--- src/rtl/color_seq_pkg.sv ---
// ---------------------------------------------------------------------------
// color_seq_pkg : state encoding and color constants for color_seq (rev 1.0)
// ---------------------------------------------------------------------------
`default_nettype none

package color_seq_pkg;

  localparam int COLOR_W    = 2;
  localparam int NUM_COLORS = 4;
  localparam int MAX_COLOR  = 3;

  typedef enum logic [2:0] {
    IDLE      = 3'd0,
    CHECK     = 3'd1,
    BACKTRACK = 3'd2,
    DONE      = 3'd3,
    FAIL      = 3'd4
  } state_t;

endpackage

`default_nettype wire

--- src/rtl/color_seq.sv ---
// ---------------------------------------------------------------------------
// color_seq : backtracking four-color sequencer, optional COLOR_SEQ_CYCLE_CNT_EN
// rev 1.0
// ---------------------------------------------------------------------------
`default_nettype none

module color_seq
  import color_seq_pkg::*;
#(
  parameter int N_REGIONS = 12,
  parameter int RIDX_W    = 4
) (
  input  logic                           clk,
  input  logic                           rst,
  input  logic                           start,
  input  logic                           abort,
  input  logic [N_REGIONS*N_REGIONS-1:0] adj,
  output logic [2*N_REGIONS-1:0]         colors,
  output logic [RIDX_W-1:0]              cur_region,
  output logic                           busy,
  output logic                           done,
  output logic                           fail
`ifdef COLOR_SEQ_CYCLE_CNT_EN
  ,
  output logic [31:0]                    cycle_cnt
`endif
);

  localparam logic [RIDX_W-1:0]  LAST_REGION = RIDX_W'(N_REGIONS - 1);
  localparam logic [COLOR_W-1:0] TOP_COLOR   = COLOR_W'(MAX_COLOR);

  state_t              state, state_n;
  logic [RIDX_W-1:0]   i, i_n, j, j_n, i_dec;
  logic [COLOR_W-1:0]  c, c_n, prev_color;
  logic [COLOR_W-1:0]  cmem [N_REGIONS];
  logic [N_REGIONS-1:0] adj_row [N_REGIONS];
  logic                conflict, wr_en, start_ok;

  generate
    for (genvar k = 0; k < N_REGIONS; k++) begin : g_unpack
      assign adj_row[k]            = adj[k*N_REGIONS +: N_REGIONS];
      assign colors[2*k +: COLOR_W] = cmem[k];
    end
  endgenerate

  assign cur_region = i;
  assign i_dec      = i - 1'b1;
  assign prev_color = cmem[i_dec];
  assign conflict   = adj_row[i][j] && (cmem[j] == c);
  assign start_ok   = start && (state == IDLE || state == DONE || state == FAIL);

  always_comb begin
    state_n = state;
    i_n     = i;
    c_n     = c;
    j_n     = j;
    wr_en   = 1'b0;
    case (state)
      IDLE, DONE, FAIL: begin
        if (start) begin
          state_n = CHECK;
          i_n     = '0;
          c_n     = '0;
          j_n     = '0;
        end
      end
      CHECK: begin
        if (abort) begin
          state_n = IDLE;
        end else if (j < i) begin
          if (conflict) begin
            if (c != TOP_COLOR) begin
              c_n = c + 1'b1;
              j_n = '0;
            end else begin
              state_n = BACKTRACK;
            end
          end else begin
            j_n = j + 1'b1;
          end
        end else begin
          wr_en = 1'b1;
          if (i == LAST_REGION) begin
            state_n = DONE;
          end else begin
            i_n = i + 1'b1;
            c_n = '0;
            j_n = '0;
          end
        end
      end
      BACKTRACK: begin
        if (abort) begin
          state_n = IDLE;
        end else if (i == '0) begin
          state_n = FAIL;
        end else begin
          // Resume the previous region from its committed color.
          i_n = i_dec;
          if (prev_color == TOP_COLOR) begin
            c_n = prev_color;
          end else begin
            c_n     = prev_color + 1'b1;
            j_n     = '0;
            state_n = CHECK;
          end
        end
      end
      default: state_n = IDLE;
    endcase
  end

  always_ff @(posedge clk or posedge rst) begin
    if (rst) begin
      state <= IDLE;
      i     <= '0;
      c     <= '0;
      j     <= '0;
      busy  <= 1'b0;
      done  <= 1'b0;
      fail  <= 1'b0;
    end else begin
      state <= state_n;
      i     <= i_n;
      c     <= c_n;
      j     <= j_n;
      busy  <= (state_n == CHECK) || (state_n == BACKTRACK);
      done  <= (state_n == DONE);
      fail  <= (state_n == FAIL);
    end
  end

  always_ff @(posedge clk or posedge rst) begin
    if (rst) begin
      for (int k = 0; k < N_REGIONS; k++) cmem[k] <= '0;
    end else if (wr_en) begin
      cmem[i] <= c;
    end
  end

`ifdef COLOR_SEQ_CYCLE_CNT_EN
  always_ff @(posedge clk or posedge rst) begin
    if (rst) begin
      cycle_cnt <= '0;
    end else if (start_ok) begin
      cycle_cnt <= '0;
    end else if ((state == CHECK || state == BACKTRACK) && cycle_cnt != '1) begin
      cycle_cnt <= cycle_cnt + 1'b1;
    end
  end
`else
  logic unused_start_ok;
  assign unused_start_ok = start_ok;
`endif

endmodule

`default_nettype wire

--- config.mk ---
export PLATFORM = sky130hd
export DESIGN_NAME = color_seq
export DESIGN_NICKNAME = d
export VERILOG_FILES = /design/src/rtl/color_seq_pkg.sv /design/src/rtl/color_seq.sv
export SDC_FILE = /design/constraint.sdc
export NUM_CORES = 1
export LEC_CHECK = 0
export ABC_AREA = 1
export BUFFER_PORTS_ARGS = -buffer_cell sky130_fd_sc_hd__clkbuf_2
export CORE_MARGIN = 2
export CORE_UTILIZATION = 44
export CTS_CLUSTER_DIAMETER = 150
export DETAILED_ROUTE_END_ITERATION = 6
export PLACE_DENSITY = 0.78
export SKIP_CTS_REPAIR_TIMING = 1
export SKIP_LAST_GASP = 1
export SLEW_MARGIN = 0
export SYNTH_ARGS = -nofsm -noshare
export SYNTH_HDL_FRONTEND = slang
export SYNTH_SLANG_ARGS = --single-unit
--- constraint.sdc ---
create_clock -name clk -period 2.1 [get_ports clk]
set_input_delay 0.105 -clock clk [delete_from_list [all_inputs] [get_ports clk]]
set_output_delay 0.105 -clock clk [all_outputs]
set_load 0.005 [all_outputs]
==> reports/metrics.cfg <==
[floorplan]
core_sq_um=9150
top_level_i_o_count=179
chipHeight_um=101
die_area_sq_um=10200
initial_core_util=0.451
fp.dieW_um=101
std_cell_rows=35

[detailed_routing]
ratio_of_routed_vias_to_standard_cells=5.25
route.detailed.drc=0
antenna_left=0
vias=5410
detailed_route_wire_length_per_cell_um=14.6
detailedRoute.firstPassIterationCount=6
route.final.wire_length_um=15100
first_iter_violations=357

[run_status]
violations=negative setup slack
outcome=finished, violations left

[worst_setup_path]
cp.arrival_ns=2.40
regToRegSetupSlack_ns=-0.11
regToRegStartpoint=cur_region[0]$_DFFE_PP0P_
timing_worst_setup_path_type=reg -> reg
timing.critical_path.from_type=flop
kind_of_capture_point_of_the_worst_setup_path=flop
crit-reg2reg-capture=j[1]$_DFFE_PP0P_
required_ns=2.29
critical_path_peak_fanout=8
timing.reg2reg.worst_path_depth=15

[yosys]
postSynthAreaPerCell_sq_um=5.83
yosysSeqAreaShare=0.243
async_reset_ff_frac=1.00
post_synthesis_instance_area_sq_um=4130
post_synth_main_area_contributors=dfrtp_1, nand2_1, nand3_1
synth_enable_flop_cells=0
ys_types=35
ys.flop_type=dfrtp_1
post_synth_inst_count=707
yosys.area.top_type_share=0.243
synth.yosys.warnings=0
syn-num-nets=864
synth-seq-cells=40
synthDominantAreaCellType=dfrtp_1

[min_path]
holdPathEnd=done$_DFF_PP0_
hold_path_startpoint=start
hold_class=in -> reg
hold_path_depth=4

[sta]
rsz0062_at_grt=true
setup_viol_count_final=11
timing.final.crit_share=1.05
hold_viol_final=0
setup_total_negative_slack_ns=-0.624
final-max-slew-violation-count=0
max_clock_freq_ghz=0.452
slew_headroom=0.663
fin_skew_ns=0.00258
tightest_slew_ns=0.505
layout_min_cycle_time_ns=2.21
layout_setup_ws_ns=-0.111

[finish]
final_layout_size_suffix_gt1_frac=0.343
insertedDiodeCount=0
nets=1075
layout_area_overhead_pct=42.5
layout.cells.most_common=nand2_1
leading_cell_types_in_the_layout_fill_and_taps_excluded=nand2_1, clkbuf_2, nand3_1, inv_1, nor2_1

[clocking]
clock_path_buffers=2
cts.sinks=40
cts_buffers=5
htreeDepth=2
cts_root_buf=clkbuf_8
clk-insertion-delay-late_ns=0.30
cts.clk_slew.worst_paths_ns=0.08
tritoncts_clock_tree=built

[power]
switching_share=0.511
power_per_cell_area_nw_per_um2=1340
power_report.internal_total_w=0.00385
net-switching-power_w=0.00401
power_frac_clock=0.069
power.leakage_nw=3.25
ir_drop_v=0.000749
power.combinational.fraction=0.782
sequential_power_share=0.149

[global_route]
globalRouteTotalUtil=0.270
pin_count_of_the_biggest_net_entering_global_routing=58
grt-ovfl-total=0
grt.met3_usage=0.0395
grtUsageMet1=0.340
first_global_vias=4735
globalRouteMet2Util=0.473
grt_pass1_wl_um=22100
grt_most_used_layer=met2
grt_antenna_before_repair=0

[placed_design]
final_replace_weighted_congestion=0.936
placement.setup.worst_slack_ns=-0.0130
detailed_place_hpwl_um=10700
numPortBuffers=178

[job]
count_of_maximum_capacitance_violations=0

kinds of logic after synthesis:
group,count (synthesis),share of synthesized area
AND/OR/NAND/NOR,398,0.408
AO/OA/AOI/OAI,129,0.172
buffers and inverters,124,0.135
flip-flops,40,0.243
adder cells (fa/ha/maj),9,0.0273
XOR/XNOR,7,0.0149
power groups by stage:
| stage | Combinational (W) | Clock, W | Sequential [W] |
|---|---|---|---|
| after detailed placement | 0.00491 | 0 | 0.00116 |
| after global routing | 0.00674 | 0.000574 | 0.00120 |
| after floorplan | 0.00338 | 0 | 0.00113 |
| after global placement | 0.00486 | 0 | 0.00116 |
| after CTS | 0.00493 | 0.000547 | 0.00115 |
| final | 0.00615 | 0.000541 | 0.00117 |
critical path, cell delays in order (launching register included):
cell and delay (ns):
dfrtp_2 0.47, clkinv_4 0.15, ha_4 0.22, buf_6 0.12, nand2_4 0.07, inv_4 0.03, nand2_2 0.05, nand2_2 0.07
a211oi_4 0.31, inv_2 0.10, nor2_4 0.13, o21ai_2 0.08, inv_2 0.10, nand2_4 0.07, nand2_1 0.06, o21ai_1 0.06
cells in the mapped netlist (4+ instances only):
library cell  number
dfrtp_1           40
o22ai_1            7
inv_2              9
inv_1             75
nand3_1           87
xor2_1             6
ha_1               9
buf_6              5
o21ai_1           25
o211ai_1           7
buf_2             23
a21oi_1           15
nand4_1            7
buf_4              7
nor2_1            74
o21ai_0           65
o221ai_1           4
nand2_1          215
registers in the layout, indices dropped and copies added, names as in the netlist:
| name | cells |
|---|---|
| c | 2 |
| fail | 1 |
| colors | 24 |
| busy | 1 |
| state | 3 |
| cur_region | 4 |
| done | 1 |
| j | 4 |
through the flow:
stage | hold WS, ns | util | cells | area (sq um) | total power, W
finish | 0.128 | 0.642 | 1030 | 5880 | 0.00786
global route | 0.152 | 0.642 | 1030 | 5880 | 0.00852
CTS | -0.0808 | 0.590 | 1009 | 5400 | 0.00663
detailed placement | 0.241 | 0.580 | 1001 | 5310 | 0.00607
global placement | 0.239 | 0.580 | 1001 | 5310 | 0.00602
floorplan | 0.270 | - | 707 | 4170 | 0.00451
worst max-delay path by stage:
stage	endpoint	slack [ns]	cells past startpoint	startpoint
finish	j[1]$_DFFE_PP0P_	-0.11	15	cur_region[0]$_DFFE_PP0P_
global route	j[1]$_DFFE_PP0P_	-0.26	15	cur_region[0]$_DFFE_PP0P_
CTS	j[1]$_DFFE_PP0P_	-0.02	15	cur_region[1]$_DFFE_PP0P_
detailed placement	j[1]$_DFFE_PP0P_	-0.01	15	cur_region[1]$_DFFE_PP0P_
global placement	j[1]$_DFFE_PP0P_	-0.01	13	cur_region[0]$_DFFE_PP0P_
floorplan	j[0]$_DFFE_PP0P_	-0.05	17	cur_region[0]$_DFFE_PP0P_
final cells by class:
cell class	instances	area, sq um
clock buffers	6	82.6
clock inverters	2	10.0
fillers	850	3270
inverters	85	332
multi-input cells	543	2770
flip-flops and latches	40	1000
well taps	111	139
repair buffers	243	1540
metal layers:
| layer | routed length [um] | up-vias | part of all wire |
|---|---|---|---|
| met2 | 7490 | 242 | 0.50 |
| met5 | 0 | - | 0 |
| li1 | - | 2710 | - |
| met4 | 333 | 0 | 0.022 |
| met1 | 6110 | 2424 | 0.41 |
| met3 | 1130 | 34 | 0.075 |
Power figures use the tool's default switching activity.
